[config.mk]
export PLATFORM = sky130hd
export DESIGN_NAME = lcd_status_reader
export DESIGN_NICKNAME = d
export VERILOG_FILES = /design/src/rtl/lcd_pkg.sv /design/src/rtl/lcd_phase_timer.sv /design/src/rtl/lcd_status_reader.sv
export SDC_FILE = /design/constraint.sdc
export NUM_CORES = 1
export LEC_CHECK = 0
export BUFFER_PORTS_ARGS = -buffer_cell sky130_fd_sc_hd__buf_2
export CAP_MARGIN = 10
export CORE_MARGIN = 5
export CORE_UTILIZATION = 45
export CTS_CLUSTER_SIZE = 12
export DETAILED_ROUTE_END_ITERATION = 8
export GPL_TIMING_DRIVEN = 0
export PLACE_DENSITY = 0.68
export SYNTH_ARGS = -nofsm -noshare
export SYNTH_HDL_FRONTEND = slang
export SYNTH_SLANG_ARGS = --single-unit
[constraint.sdc]
create_clock -name clk -period 2.84 [get_ports clk]
set_input_delay 0.284 -clock clk [delete_from_list [all_inputs] [get_ports clk]]
set_output_delay 0.284 -clock clk [all_outputs]
set_load 0.02 [all_outputs]
[src/rtl/lcd_pkg.sv]
// Shared types and constants for the HD44780-style LCD read path and its phase timer.
package lcd_pkg;

  typedef enum logic [1:0] {
    RD_STATUS = 2'd0,
    RD_DATA   = 2'd1,
    WAIT_IDLE = 2'd2,
    RSVD      = 2'd3
  } lcd_req_kind_e;

  typedef enum logic [2:0] {
    ST_IDLE,
    ST_SETUP,
    ST_E_HIGH,
    ST_HOLD,
    ST_GAP,
    ST_RESP
  } lcd_rd_state_e;

  localparam int LCD_BF_BIT  = 7;
  localparam int LCD_AC_W    = 7;
  localparam int LCD_TIMER_W = 16;
  localparam int LCD_POLL_W  = 17;

  // The reserved request code behaves exactly like a status read.
  function automatic lcd_req_kind_e lcd_norm_kind(input logic [1:0] raw);
    lcd_req_kind_e k;
    k = lcd_req_kind_e'(raw);
    if (k == RSVD) k = RD_STATUS;
    return k;
  endfunction

endpackage

[src/rtl/lcd_phase_timer.sv]
// Loadable down-counter; done is high while the count sits at zero.
// Loading N-1 on phase entry makes the phase last exactly N cycles.
module lcd_phase_timer #(
  parameter int W = 16
) (
  input  logic         clk,
  input  logic         rst_n,
  input  logic         load,
  input  logic [W-1:0] load_val,
  output logic         done
);

  logic [W-1:0] cnt_q, cnt_d;

  always_comb begin
    cnt_d = cnt_q;
    if (load) begin
      cnt_d = load_val;
    end else if (cnt_q != '0) begin
      cnt_d = cnt_q - 1'b1;
    end
  end

  always_ff @(posedge clk or negedge rst_n) begin
    if (!rst_n) begin
      cnt_q <= '0;
    end else begin
      cnt_q <= cnt_d;
    end
  end

  assign done = (cnt_q == '0);

endmodule

[src/rtl/lcd_status_reader.sv]
// Read-side LCD bus master: BF/AC status read, data RAM read and wait-not-busy polling.
// Optional macro LCD_READ_SYNC_EN adds a 2-flop synchronizer on lcd_data_in.
module lcd_status_reader
  import lcd_pkg::*;
#(
  parameter int T_AS     = 3,
  parameter int T_PW     = 25,
  parameter int T_H      = 2,
  parameter int T_GAP    = 50,
  parameter int POLL_MAX = 100000
) (
  input  logic       clk,
  input  logic       rst_n,
  input  logic       req_valid,
  output logic       req_ready,
  input  logic [1:0] req_kind,
  output logic       rsp_valid,
  output logic [7:0] rsp_data,
  output logic       rsp_busy,
  output logic [6:0] rsp_addr,
  output logic       rsp_timeout,
  output logic       lcd_e,
  output logic       lcd_rs,
  output logic       lcd_rw,
  input  logic [7:0] lcd_data_in,
  output logic       lcd_data_oe
);

  localparam logic [LCD_TIMER_W-1:0] AS_LOAD  = LCD_TIMER_W'(T_AS - 1);
  localparam logic [LCD_TIMER_W-1:0] PW_LOAD  = LCD_TIMER_W'(T_PW - 1);
  localparam logic [LCD_TIMER_W-1:0] H_LOAD   = LCD_TIMER_W'(T_H - 1);
  localparam logic [LCD_TIMER_W-1:0] GAP_LOAD = LCD_TIMER_W'(T_GAP - 1);
  localparam logic [LCD_POLL_W-1:0]  POLL_LIMIT = LCD_POLL_W'(POLL_MAX);

  lcd_rd_state_e            state_q, state_d;
  lcd_req_kind_e            kind_q, kind_d;
  logic [LCD_POLL_W-1:0]    poll_q, poll_d;
  logic [7:0]               cap_q, cap_d;
  logic                     e_q, e_d;
  logic                     rs_q, rs_d;
  logic                     rw_q, rw_d;
  logic                     rsp_valid_q, rsp_valid_d;
  logic [7:0]               rsp_data_q, rsp_data_d;
  logic                     rsp_busy_q, rsp_busy_d;
  logic [LCD_AC_W-1:0]      rsp_addr_q, rsp_addr_d;
  logic                     rsp_timeout_q, rsp_timeout_d;
  logic                     timer_load;
  logic [LCD_TIMER_W-1:0]   timer_val;
  logic                     timer_done;
  logic [7:0]               sample_data;

`ifdef LCD_READ_SYNC_EN
  logic [7:0] sync1_q, sync1_d;
  logic [7:0] sync2_q, sync2_d;

  if (T_PW < 3) begin : g_bad_tpw
    $error("lcd_status_reader: T_PW must be at least 3 with LCD_READ_SYNC_EN");
  end

  always_comb begin
    sync1_d = lcd_data_in;
    sync2_d = sync1_q;
  end

  always_ff @(posedge clk or negedge rst_n) begin
    if (!rst_n) begin
      sync1_q <= '0;
      sync2_q <= '0;
    end else begin
      sync1_q <= sync1_d;
      sync2_q <= sync2_d;
    end
  end

  assign sample_data = sync2_q;
`else
  assign sample_data = lcd_data_in;
`endif

  lcd_phase_timer #(.W(LCD_TIMER_W)) u_timer (
    .clk      (clk),
    .rst_n    (rst_n),
    .load     (timer_load),
    .load_val (timer_val),
    .done     (timer_done)
  );

  always_comb begin
    state_d       = state_q;
    kind_d        = kind_q;
    poll_d        = poll_q;
    cap_d         = cap_q;
    e_d           = e_q;
    rs_d          = rs_q;
    rw_d          = rw_q;
    rsp_valid_d   = 1'b0;
    rsp_data_d    = rsp_data_q;
    rsp_busy_d    = rsp_busy_q;
    rsp_addr_d    = rsp_addr_q;
    rsp_timeout_d = rsp_timeout_q;
    timer_load    = 1'b0;
    timer_val     = '0;

    case (state_q)
      ST_IDLE: begin
        if (req_valid) begin
          kind_d     = lcd_norm_kind(req_kind);
          poll_d     = '0;
          rw_d       = 1'b1;
          rs_d       = (lcd_norm_kind(req_kind) == RD_DATA);
          e_d        = 1'b0;
          timer_load = 1'b1;
          timer_val  = AS_LOAD;
          state_d    = ST_SETUP;
        end
      end
      ST_SETUP: begin
        if (timer_done) begin
          e_d        = 1'b1;
          timer_load = 1'b1;
          timer_val  = PW_LOAD;
          state_d    = ST_E_HIGH;
        end
      end
      ST_E_HIGH: begin
        if (timer_done) begin
          cap_d      = sample_data;
          poll_d     = poll_q + 1'b1;
          e_d        = 1'b0;
          timer_load = 1'b1;
          timer_val  = H_LOAD;
          state_d    = ST_HOLD;
        end
      end
      ST_HOLD: begin
        if (timer_done) begin
          // Only a wait-not-busy request re-polls, and only while BF is set and budget remains.
          if (kind_q == WAIT_IDLE && cap_q[LCD_BF_BIT] && poll_q < POLL_LIMIT) begin
            timer_load = 1'b1;
            timer_val  = GAP_LOAD;
            state_d    = ST_GAP;
          end else begin
            state_d = ST_RESP;
          end
        end
      end
      ST_GAP: begin
        if (timer_done) begin
          timer_load = 1'b1;
          timer_val  = AS_LOAD;
          state_d    = ST_SETUP;
        end
      end
      ST_RESP: begin
        rsp_valid_d   = 1'b1;
        rsp_data_d    = cap_q;
        rsp_busy_d    = cap_q[LCD_BF_BIT];
        rsp_addr_d    = cap_q[LCD_AC_W-1:0];
        rsp_timeout_d = (kind_q == WAIT_IDLE) && cap_q[LCD_BF_BIT];
        rw_d          = 1'b0;
        rs_d          = 1'b0;
        state_d       = ST_IDLE;
      end
      default: begin
        state_d = ST_IDLE;
      end
    endcase
  end

  always_ff @(posedge clk or negedge rst_n) begin
    if (!rst_n) begin
      state_q       <= ST_IDLE;
      kind_q        <= RD_STATUS;
      poll_q        <= '0;
      cap_q         <= '0;
      e_q           <= 1'b0;
      rs_q          <= 1'b0;
      rw_q          <= 1'b0;
      rsp_valid_q   <= 1'b0;
      rsp_data_q    <= '0;
      rsp_busy_q    <= 1'b0;
      rsp_addr_q    <= '0;
      rsp_timeout_q <= 1'b0;
    end else begin
      state_q       <= state_d;
      kind_q        <= kind_d;
      poll_q        <= poll_d;
      cap_q         <= cap_d;
      e_q           <= e_d;
      rs_q          <= rs_d;
      rw_q          <= rw_d;
      rsp_valid_q   <= rsp_valid_d;
      rsp_data_q    <= rsp_data_d;
      rsp_busy_q    <= rsp_busy_d;
      rsp_addr_q    <= rsp_addr_d;
      rsp_timeout_q <= rsp_timeout_d;
    end
  end

  assign req_ready   = (state_q == ST_IDLE);
  assign rsp_valid   = rsp_valid_q;
  assign rsp_data    = rsp_data_q;
  assign rsp_busy    = rsp_busy_q;
  assign rsp_addr    = rsp_addr_q;
  assign rsp_timeout = rsp_timeout_q;
  assign lcd_e       = e_q;
  assign lcd_rs      = rs_q;
  assign lcd_rw      = rw_q;
  assign lcd_data_oe = 1'b0;

endmodule

==> results.md, run 1 <==
* Outcome: finished, final reports clean
* Kind of critical path: reg2reg
* CTS tree: done
* Synth Area in XOR/XNOR at ~3.8%
* Clk root buf: clkbuf_8
* Hold path startpoint: lcd_data_in[1]
* Final setup violation count at 0
* Pwr Density at approximately 470 mW/mm^2
* Sequential area share after synthesis at around half
* Critical R2R Launch: u_timer.cnt_q[0]
* Max-slew violations at 0
* Top cells by count, synth: nand2_1 (86), dfrtp_1 (59), nor2_1 (22)
* Crit start category: flop
* Total CTS buffers at 9
* Most frequent cell after synthesis: nand2_1
* Nets at about 390
* Initial antenna violation count at 0
* Post-synthesis simple-gate area fraction at around 30%
* CTS sink count at 59
* CTS hold repair buffers at 1
* Area leader, netlist: dfrtp_1
* Wire length of the first global-routing pass at between 10000 and 15000 um
* Antenna Nets Post-Route at 0
* Top fanout value on the critical path at 10
* Synth cell types at 45
* Max-cap viol count at 0
* Hold EP: cap_q[1]
* Syn. warnings at 0
* Number of port buffers at 34
* Ant diodes at 0
* Fmax at roughly 430 MHz
* Peak VDD IR at roughly 0.22 mV
* Final Hold Viols at 0
* Worst setup EP type: flop
* Core ar. at roughly 0.0064 mm^2
* Drt via density at ~5.3
* Adder-Cell Fraction of Synth Area at ~1.3%
* Drt total wl at roughly 6300 um
* Post-CTS resize count at 0
* Slowest CP cell: dfrtp_1
* Reg2reg end: u_timer.cnt_q[1]
* Mapped Cells at ~330
* Vias at around 2.4k
* Post-Syn Nets at around 350
* Post-CTS Setup Bufs at 0
* CTS max path bufs at 2
* Final Cycle Share at 82.49%
* Compound-Gate Fraction of Synth Area at ~9%
* Pin count of the biggest net entering global routing at 33
* Gr usage total at between 15 and 20%
* Area of the mapped netlist at approximately 0.0030 mm^2
* R2R depth at 9
* Die height at between 90 and 100 um
* Min-Delay Path Depth at 3
* WP data required at 3.05 ns
* Share of async-settable or async-resettable flops after synthesis at 100.0%
* Critical path cell sequence: inv_1, ha_1, nor4b_4, and4_1, buf_4, clkbuf_1, o21ai_0, a21oi_1, o31ai_1
* Fraction of layout instances using a drive strength above 1 at a little under a fifth
* Syn Area/Cell at between 9 and 10 um^2
* Dpl ws at 0.5466 ns
* CP peak stage delay at about 0.41 ns
* Initial Util at approximately 47%
* Total negative slack at 0 ns
* Area contributors post-synth: dfrtp_1 (49%), nand2_1 (11%), nor2_1 (2.8%)
* Clock transition at path regs at about 0.070 ns
* Hold Path Class: in2reg
* Ports at 36
* R2R Setup Slk at ~0.5 ns
* Vias in the first global route at 2312
* Arrival time worst endpoint at roughly 2.6 ns
* P_leak at between 1.5 and 2 nW
* H-tree levels at 3
* Primary FF master, synth: dfrtp_1
* Die Footprint at roughly 0.0084 mm^2
* Rows at 29
* Slew margin rel. at between 50% and 60%
* Worst-margin pin slew at slightly below 0.7 ns
* Drt first-iter violations at 113
* Residual DRC at 0
* Area grow syn2layout at 16.65%
* DIE WIDTH at approximately 90 um
* DR WL/cell at 13.75 um
* Unrepaired setup endpoints after global routing: no
* Fraction of synthesized area in multiplexers at approximately 1.0%
* Overflow after GRT at 0
* GPL Wtd Cong at between 0.8 and 0.9
* Worst Clk Skew at about 0.007 ns
* Largest family of logic cells by synthesized area: simple AND/OR/NAND/NOR gates
* Drt pass-1 iters at 5
* #FFs+latches synth at 59
* Top cell type's share of synthesized area at between 40% and 50%
* Fin util at about 54%
* HPWL after detailed placement at approximately 4500 um
* Setup ws final at 0.4974 ns
* Number of synthesized flops with an enable pin at 0
* Tmin final at around 2.3 ns
* Clock Latency Late Sink at roughly 0.34 ns
==> registers in the layout (all words and copies together), names as in the netlist <==
| signal | flops |
|---|---|
| poll_q | 17 |
| u_timer.cnt_q | 16 |
| cap_q | 8 |
| rsp_data | 7 |
| state_q | 3 |
| kind_q | 2 |
| lcd_e | 1 |
| lcd_rs | 1 |
| lcd_rw | 1 |
| rsp_busy | 1 |
| rsp_timeout | 1 |
| rsp_valid | 1 |
==> critical path, delay by kind of cell, from the launching register on <==
| family | cells | cell delay [ns] |
|---|---|---|
| compound gates | 3 | 0.39 |
| simple gates | 2 | 0.52 |
| flops | 1 | 0.41 |
| fa+ha+maj | 1 | 0.16 |
| buf+inv | 3 | 0.72 |
==> routing by layer <==
layer / up-vias / wire [um] / share of wire, % / GRT usage, %
met5: - / 0 / 0 / 0
met4: 0 / 106 / 1.7 / 9.171
met3: 8 / 305 / 4.8 / 3.223
met2: 63 / 2914 / 46 / 23.74
met1: 1152 / 2998 / 47 / 22.80
li1: 1223 / - / - / -
==> layout make-up <==
type | count | area [um^2]
buffer | 23 | 123.9
inverter | 7 | 26.28
tap | 77 | 96.34
multi-input combinational | 242 | 1365
clock buffer | 10 | 137.6
fill | 580 | 2933
timing repair buffer | 36 | 200.2
clock inverter | 6 | 63.81
sequential | 59 | 1476
==> through the flow <==
| stage | hold WS [ns] | total power (W) | instances | cell area [um^2] |
|---|---|---|---|---|
| final | 0.1337 | 0.001653 | 460 | 3490 |
| after global routing | 0.1355 | 0.001714 | 460 | 3490 |
| after CTS | 0.1188 | 0.001674 | 460 | 3490 |
| after detailed placement | 0.3545 | 0.0008898 | 443 | 3278 |
| after global placement | 0.4507 | 0.0008864 | 442 | 3258 |
| after floorplan | -0.01159 | 0.0008605 | 331 | 2992 |
==> power by group <==
part | leakage, nW | switching, W | internal, W
Combinational | 0.818 | 0.0000217 | 0.0000116
Clock | 0.0987 | 0.000352 | 0.000428
Sequential | 0.653 | 0 | 0.000840
==> placed cells by master (no fill, tap or decap), types with 2 or more instances in the layout <==
cell,instances
nand3_1,14
ha_1,3
mux2i_1,2
clkbuf_1,13
clkinv_2,2
inv_1,7
nand4_4,2
nor2b_1,3
nand2b_1,7
clkbuf_8,10
or4_1,9
o41ai_1,2
o21ai_1,7
nor4_1,5
clkinvlp_4,2
buf_4,10
o311ai_1,2
o21ai_0,4
xor2_1,7
o31ai_1,2
buf_2,34
dfrtp_1,59
nand4_1,3
nand3b_1,5
and2_1,3
xnor2_1,6
nor3_1,10
nor2_1,22
or3_1,2
o211ai_1,9
nand2_1,86
a21oi_1,10
==> kinds of logic (layout without fill, tap and decap cells) <==
| kind of cell | Yosys count | after routing |
|---|---|---|
| AOI/OAI and AO/OA | 42 | 42 |
| xor gates and xnor gates | 13 | 13 |
| adders and majority gates | 3 | 3 |
| buffers and inverters | 30 | 82 |
| DFF | 59 | 59 |
| muxes | 3 | 3 |
| other | 1 | 1 |
| and+or+nand+nor | 180 | 180 |
==> worst max path at each step <==
| stage | slack (ns) | start | endpoint | cells past startpoint |
|---|---|---|---|---|
| finish | 0.50 | u_timer.cnt_q[0] | u_timer.cnt_q[1] | 9 |
| global route | 0.29 | u_timer.cnt_q[0] | u_timer.cnt_q[1] | 9 |
| detailed placement | 0.55 | u_timer.cnt_q[0] | u_timer.cnt_q[1] | 9 |
| floorplan | 0.79 | state_q[1] | poll_q[2] | 6 |
| global placement | 0.54 | u_timer.cnt_q[0] | u_timer.cnt_q[1] | 9 |
| CTS | 0.54 | u_timer.cnt_q[0] | u_timer.cnt_q[1] | 9 |
No activity file was read; power rests on OpenSTA's default activity.
==> inputs of run 2 (changes only) <==
--- a/config.mk
+++ b/config.mk
@@ -12,7 +12,7 @@
 export CTS_CLUSTER_SIZE = 12
 export DETAILED_ROUTE_END_ITERATION = 8
 export GPL_TIMING_DRIVEN = 0
-export PLACE_DENSITY = 0.68
+export PLACE_DENSITY = 0.71
 export SYNTH_ARGS = -nofsm -noshare
 export SYNTH_HDL_FRONTEND = slang
 export SYNTH_SLANG_ARGS = --single-unit
==> constraint.sdc (replaced) <==
create_clock -name clk -period 1.9 [get_ports clk]
set_input_delay 0.19 -clock clk [delete_from_list [all_inputs] [get_ports clk]]
set_output_delay 0.19 -clock clk [all_outputs]
set_load 0.02 [all_outputs]
==> run 2 against run 1 <==
The run now ends with negative setup slack left. Sequential share of layout area decreased by 5.8 points. First-iteration DRC count grew 50%. Maximum frequency increased by 9.2%. Cell count grew 6.3%. Global-route usage is 3.0 points higher. Combinational power is 52% higher. Non-clock buffer count increased by 28. Largest cell class is now multi-input gates. Highest routed layer unchanged.
==> results.md, run 2 (synthesized netlist as in run 1, its figures left out) <==
* Outcome: finished with violations
* Failing checks: negative setup slack
* # fillers at 502 (-13%)
* Max-slew violations at 0 (unchanged)
* Top fanout value on the critical path at 6 (-4)
* Hold Path Class: in2reg
* GPL Wtd Cong at 0.8203 (about the same)
* Ant diodes at 0 (unchanged)
* Drt total wl at 7613 um (+20%)
* Clock Latency Late Sink at 0.35 ns (about the same)
* Peak VDD IR at 0.4125 mV (+87%)
* Drt first-iter violations at 169 (+50%)
* Vias at 2672 (+9.2%)
* Fraction of layout instances using a drive strength above 1 at 34.95% (+17 points)
* Final Hold Viols at 0 (unchanged)
* Pin count of the biggest net entering global routing at 34 (+3.0%)
* Max FFs per register at 17 (unchanged)
* R2R depth at 9 (unchanged)
* Critical path cell sequence: inv_2, ha_4, nor4b_4, and4_1, buf_6, buf_6, nand4_4, or4_4, nand2_2
* H-tree levels at 3 (unchanged)
* Final Cycle Share at 112.9% (+30 points)
* CTS max path bufs at 2 (unchanged)
* Clock transition at path regs at 0.08 ns (about the same)
* Clk root buf: clkbuf_8
* CTS sink count at 59 (unchanged)
* Slew margin rel. at 57.53% (+4.4 points)
* Rows at 29 (unchanged)
* Most common cell after layout, fill and taps aside: nand2_1
* Antenna Nets Post-Route at 0 (unchanged)
* Drt via density at 5.464 (+2.8%)
* Initial antenna violation count at 0 (unchanged)
* Overflow after GRT at 0 (unchanged)
* Top cell by count, worst path: buf_6
* Worst Clk Skew at 0.01015 ns (+0.003272 ns)
* Max-cap viol count at 0 (unchanged)
* Arrival time worst endpoint at 2.43 ns (-0.12 ns)
* DR WL/cell at 15.57 um (+13%)
* Fmax at 466.0 MHz (+9.2%)
* Pwr Density at 619.5 mW/mm^2 (+31%)
* Nets at 423 (+7.4%)
* Commonest cells after routing, fill and taps aside: nand2_1 (80), dfrtp_1 (59), buf_2 (34)
* Area grow syn2layout at 35.22%
* Ports at 36 (unchanged)
* Unrepaired setup endpoints after global routing: yes
* Placed instance count at 443 (unchanged)
* Initial Util at 46.58% (unchanged)
* Worst setup EP type: flop
* Die height at 91.54 um (unchanged)
* Vias in the first global route at 2671 (+16%)
* Non-Filler Instances at 489 (+6.3%)
* Residual DRC at 0 (unchanged)
* Number of port buffers at 34 (unchanged)
* Total CTS buffers at 9 (unchanged)
* HPWL after detailed placement at 4445 um (-0.31%)
* CP peak stage delay at 0.58 ns (+0.17 ns)
* DIE WIDTH at 91.54 um (unchanged)
* Power, Total at 0.002506 W (+52%)
* Setup ws final at -0.2458 ns (-0.7433 ns)
* P_leak at 1.824 nW (+16%)
* Sequential cell area at 0.001476 mm^2 (unchanged)
* Slowest CP cell: or4_4
* Kind of critical path: reg2reg
* Min-Delay Path Depth at 3 (unchanged)
* Core ar. at 0.006422 mm^2 (unchanged)
* WP data required at 2.19 ns (-0.86 ns)
* Drt pass-1 iters at 4 (-1)
* Wire length of the first global-routing pass at 12920 um (+18%)
* Tmin final at 2.146 ns (-0.1967 ns)
* Crit start category: flop
* Gr usage total at 19.32% (+3.0 points)
* Top reg by flops: poll_q
* Worst-margin pin slew at 0.6370 ns (-0.05923 ns)
* Largest registers: poll_q (17), u_timer.cnt_q (16), cap_q (8)
* CTS tree: done
* Final setup violation count at 25 (+25)
* Area of the multi-input gates at 0.001607 mm^2 (+18%)
* Die Footprint at 0.008379 mm^2 (unchanged)
-- run 2: critical path: cells and delay by family, from the launching register on --
family | cells | cell delay (ns)
adders and majority gates | 1 | 0.12
buffers and inverters | 3 | 0.31
and+or+nand+nor | 5 | 1.26
DFF | 1 | 0.41
-- run 2: worst paths after layout --
check                                 start               end  slack (ns)
min reg2reg                        cap_q[2]          cap_q[2]        0.47
min in group asynchronous             rst_n  u_timer.cnt_q[9]        0.39
min                          lcd_data_in[3]          cap_q[3]        0.03
max in group asynchronous             rst_n        poll_q[10]        0.90
max                        u_timer.cnt_q[1]        poll_q[11]       -0.25
max reg2reg                u_timer.cnt_q[1]        poll_q[11]       -0.25
-- run 2: what timing repair did --
| item | in CTS | in global routing |
|---|---|---|
| resized for setup | 40 | 35 |
| hold buffers | 1 | 0 |
| cloned | 3 | 0 |
| hold endpoints to repair | 26 | 0 |
| pin swaps | 14 | 23 |
| setup endpoints to repair | 53 | 54 |
| setup buffers | 26 | 10 |
-- run 2: final cells by class --
type / instances / area share (%)
buffer: 20 / 4.083
clock buffer: 9 / 3.062
clock inverter: 7 / 2.011
inverter: 7 / 0.6496
multi-input combinational: 243 / 39.72
sequential: 59 / 36.50
tap: 77 / 2.382
timing repair buffer: 67 / 11.60
-- run 2: stage by stage --
stage	setup TNS (ns)	area (um^2)	util (%)	hold slack [ns]	setup WS [ns]
after floorplan	-0.2059	3000	-	-0.1056	-0.1031
after global placement	-9.514	3267	50.87	0.3865	-0.3112
after detailed placement	-10.88	3287	51.18	0.2502	-0.3339
after CTS	-2.794	3905	60.80	0.02095	-0.1952
after global routing	-5.386	4045	62.98	0.01974	-0.3285
final	-2.581	4045	62.98	0.02740	-0.2458
-- run 2: report_power, final --
group          switching (W)   total, W  internal (W)
Clock               0.000575    0.00120      0.000625
Combinational      0.0000332  0.0000505     0.0000173
Sequential                 0    0.00125       0.00125
Total               0.000609    0.00251       0.00190
-- run 2: routing by layer --
layer	track usage, %	vias up	part of all wire [%]
met4	10.43	0	2.6
met2	31.16	65	48
li1	-	1287	-
met3	2.810	15	4.0
met5	0	-	0
met1	25.03	1305	45
==> inputs of run 3 (changes only) <==
--- a/config.mk
+++ b/config.mk
@@ -15,4 +15,5 @@
 export PLACE_DENSITY = 0.71
 export SYNTH_ARGS = -nofsm -noshare
 export SYNTH_HDL_FRONTEND = slang
+export SYNTH_HIERARCHICAL = 1
 export SYNTH_SLANG_ARGS = --single-unit
==> run 3 against run 2 <==
The flow still finishes with violations (negative setup slack). Clock power about the same. Utilization up 2.7 points. Wire length up 15%. Setup slack worse by 0.44 ns. Cell count up 8.0%. Synthesized area up 4.6%. Non-clock buffer count up 20. Combinational power rose to 19 times the previous value. Clock skew up 0.0039 ns. Critical endpoint is now u_timer/cnt_q[14]. Largest cell class unchanged. Largest power group unchanged.
==> results.md, run 3 <==
* CTS sink count at 59 (unchanged)
* Hold Path Class: in2reg
* WP data required at 2.13 ns (-0.06 ns)
* #FFs+latches synth at 59 (unchanged)
* Non-Filler Instances at 528 (+8.0%)
* Clock transition at path regs at 0.07 ns (about the same)
* Final Hold Viols at 0 (unchanged)
* Most common cell after layout, fill and taps aside: dfrtp_1
* Residual DRC at 0 (unchanged)
* Worst setup EP type: flop
* Area leader, netlist: dfrtp_1
* Ports at 36 (unchanged)
* Slowest CP cell: dfrtp_1
* Drt pass-1 iters at 7 (+3)
* Drt via density at 5.631 (+3.0%)
* Gr usage total at 20.27% (+0.95 points)
* Top reg by flops: poll_q
* Top cell by count, worst path: nor2_4
* Drt first-iter violations at 201 (+19%)
* Clk root buf: clkbuf_8
* Total CTS buffers at 9 (unchanged)
* Mapped Cells at 325 (-1.8%)
* Worst Clk Skew at 0.01403 ns (+0.003886 ns)
* Max-slew violations at 0 (unchanged)
* Number of synthesized flops with an enable pin at 0 (unchanged)
* Failing checks: negative setup slack
* Area of the mapped netlist at 0.003131 mm^2 (+4.6%)
* Die height at 93.41 um (+2.0%)
* Vias in the first global route at 2911 (+9.0%)
* Clock network power share at 31.3% (-17 points)
* Largest registers: poll_q (17), u_timer/cnt_q (16)
* Fin util at 65.65% (+2.7 points)
* DIE WIDTH at 93.41 um (+2.0%)
* Rows at 30 (+3.4%)
* Fraction of layout instances using a drive strength above 1 at 40.51% (+5.6 points)
* Ant diodes at 0 (unchanged)
* Overflow after GRT at 0 (unchanged)
* R2R depth at 13 (+4)
* Peak VDD IR at 0.6080 mV (+47%)
* Number of buffers and inverters on the critical path at 3 (unchanged)
* Kind of critical path: reg2reg
* Syn. warnings at 6 (+6)
* Initial antenna violation count at 0 (unchanged)
* Initial Util at 46.08% (-0.50 points)
* Placed instance count at 467 (+5.4%)
* Switch share at 33.01% (+8.7 points)
* Area contributors post-synth: dfrtp_1 (47%), nand2_1 (6.2%), mux2_1 (2.9%)
* Final setup violation count at 43 (+72%)
* Max FFs per register at 17 (unchanged)
* Final Cycle Share at 136.1% (+23 points)
* Hold path startpoint: lcd_data_in[2]
* Vias at 2973 (+11%)
* Share of async-settable or async-resettable flops after synthesis at 100.0% (unchanged)
* Pwr Density at 848.3 mW/mm^2 (+37%)
* H-tree levels at 3 (unchanged)
* Drt total wl at 8784 um (+15%)
* Number of port buffers at 34 (unchanged)
* Tmin final at 2.586 ns (+0.4402 ns)
* Sequential area share after synthesis at 47.16% (-2.2 points)
* Slew margin rel. at 43.48% (-14 points)
* Min-Delay Path Depth at 2 (-1)
* Area grow syn2layout at 42.49%
* Top cell type's share of synthesized area at 47.16% (-2.2 points)
* CP peak stage delay at 0.40 ns (-0.18 ns)
* Antenna Nets Post-Route at 0 (unchanged)
* Arrival time worst endpoint at 2.82 ns (+0.39 ns)
* P_leak at 2.067 nW (+13%)
* Most frequent cell after synthesis: dfrtp_1
* Crit start category: flop
* Gate power share at 25.0% (+23 points)
* Die Footprint at 0.008724 mm^2 (+4.1%)
* Psw at 0.001249 W (+110%)
* Fmax at 386.7 MHz (-17%)
* Number of cells on the critical path at 13 (+4)
* Unrepaired setup endpoints after global routing: yes
* Top cells by count, synth: dfrtp_1 (59), nand2_1 (52), nor2_1 (16)
* Top delay family on crit path: simple AND/OR/NAND/NOR gates
* DR WL/cell at 16.64 um (+6.9%)
* CTS max path bufs at 2 (unchanged)
* Nets at 442 (+4.5%)
* Outcome: finished with violations
* HPWL after detailed placement at 4871 um (+9.6%)
* CTS tree: done
* Top fanout value on the critical path at 8 (+2)
* Setup crit start: u_timer/cnt_q[0]
* Synth cell types at 56 (+24%)
* Critical R2R Launch: u_timer/cnt_q[0]
* Wire length of the first global-routing pass at 14120 um (+9.4%)
* Core ar. at 0.006794 mm^2 (+5.8%)
* Clock Latency Late Sink at 0.35 ns (about the same)
* Pin count of the biggest net entering global routing at 36 (+5.9%)
* Max-cap viol count at 0 (unchanged)
* Syn Area/Cell at 9.632 um^2 (+6.6%)
* Seq pwr share at 43.7% (-6.4 points)
* Internal power at 0.002535 W (+34%)
* Worst-margin pin slew at 0.8479 ns (+0.2108 ns)
* GPL Wtd Cong at 0.8458 (+3.1%)
* Primary FF master, synth: dfrtp_1
* Critical path cell sequence: inv_2, ha_4, nor3b_4, nand3_2, nor2_4, buf_6, nand3b_1, nor2_4, nor3_4, o21ai_4, buf_4, nor2b_1, a221o_1
* Commonest cells after routing, fill and taps aside: dfrtp_1 (58), nand2_1 (49), buf_4 (39)
* Setup ws final at -0.6860 ns (-0.4402 ns)
* Dpl ws at -1.331 ns (-0.9966 ns)
## run 3: changes by cell type after synthesis, sizes merged, moves of 6 or more
cell,before,now
nor2,22,16
o211ai,9,3
o21ai,11,20
buf,10,16
o211a,0,6
mux2,1,8
nand2,87,52
## run 3: path summary, 6_finish.rpt
path                                           to  slack, ns
worst min register to register        rsp_data[1]       0.47
worst max-delay path            u_timer/cnt_q[14]      -0.69
min in group asynchronous       u_timer/cnt_q[12]       0.49
worst max register to register  u_timer/cnt_q[14]      -0.69
worst min-delay path                     cap_q[2]       0.06
max in group asynchronous             rsp_data[0]       0.79
## run 3: power groups by stage
| stage | Sequential (W) | Clock (W) | Combinational [W] |
|---|---|---|---|
| 2_1_floorplan | 0.00163 | 0 | 0.000501 |
| 5_1_grt | 0.00168 | 0.00127 | 0.00102 |
| 3_3_place_gp | 0.00165 | 0 | 0.000636 |
| 3_5_place_dp | 0.00165 | 0 | 0.000658 |
| 6_report | 0.00165 | 0.00118 | 0.000945 |
| 4_1_cts | 0.00164 | 0.00120 | 0.000816 |
## run 3: worst register-to-register path, stage by stage (launching register included)
cell and delay, ns:
dfrtp_1 0.40, inv_2 0.09, ha_4 0.13, nor3b_4 0.23, nand3_2 0.14, nor2_4 0.17, buf_6 0.13, nand3b_1 0.21
nor2_4 0.22, nor3_4 0.07, o21ai_4 0.14, buf_4 0.18, nor2b_1 0.04, a221o_1 0.31
## run 3: cell type report
type	count	area, um^2
fillers	516	2333
multi-input cells	245	1817
flip-flops and latches	59	1478
repair buffers	82	626.9
plain buffers	25	201.4
clock buffers	9	123.9
well taps	96	120.1
clock inverters	7	75.07
inverters	5	18.77
## run 3: metal layers
metal / vias to the layer above / track usage (%) / wire length, um
met5: - / 0 / 0
met4: 0 / 7.448 / 276
li1: 1354 / - / -
met1: 1463 / 25.52 / 3722
met2: 120 / 33.23 / 4233
met3: 36 / 5.471 / 551
## run 3: kinds of logic (layout without fill, tap and decap cells)
logic type               count (synthesis)  after routing  synth area share [%]
XOR/XNOR                                14             14                 3.917
AND/OR/NAND/NOR                        144            144                 25.58
adder cells (fa/ha/maj)                  2              2                0.7992
multiplexers                            10             10                 3.517
flip-flops                              59             59                 47.16
AO/OA/AOI/OAI                           63             63                 13.51
other                                    1             12                0.1198
buffers and inverters                   32            128                 5.396
## run 3: repair_timing
| action | CTS | global route |
|---|---|---|
| endpoints found under the hold margin | 34 | 0 |
| setup buffers | 34 | 12 |
| pin swaps | 17 | 20 |
| setup endpoints to repair | 45 | 45 |
| hold buffers | 1 | 0 |
| gates cloned | 2 | 1 |
| gates resized for setup | 40 | 52 |
## run 3: metrics by stage
stage          hold slack (ns)  cell area, um^2  setup TNS [ns]  total power [W]
5_1_grt                0.06126             4461          -22.77         0.003967
3_3_place_gp            0.4124             3503          -41.22         0.002285
4_1_cts                0.04534             4165          -19.62         0.003657
6_report               0.05764             4461          -19.36         0.003784
2_1_floorplan          -0.1056             3213          -21.79         0.002128
3_5_place_dp            0.3433             3523          -42.70         0.002312
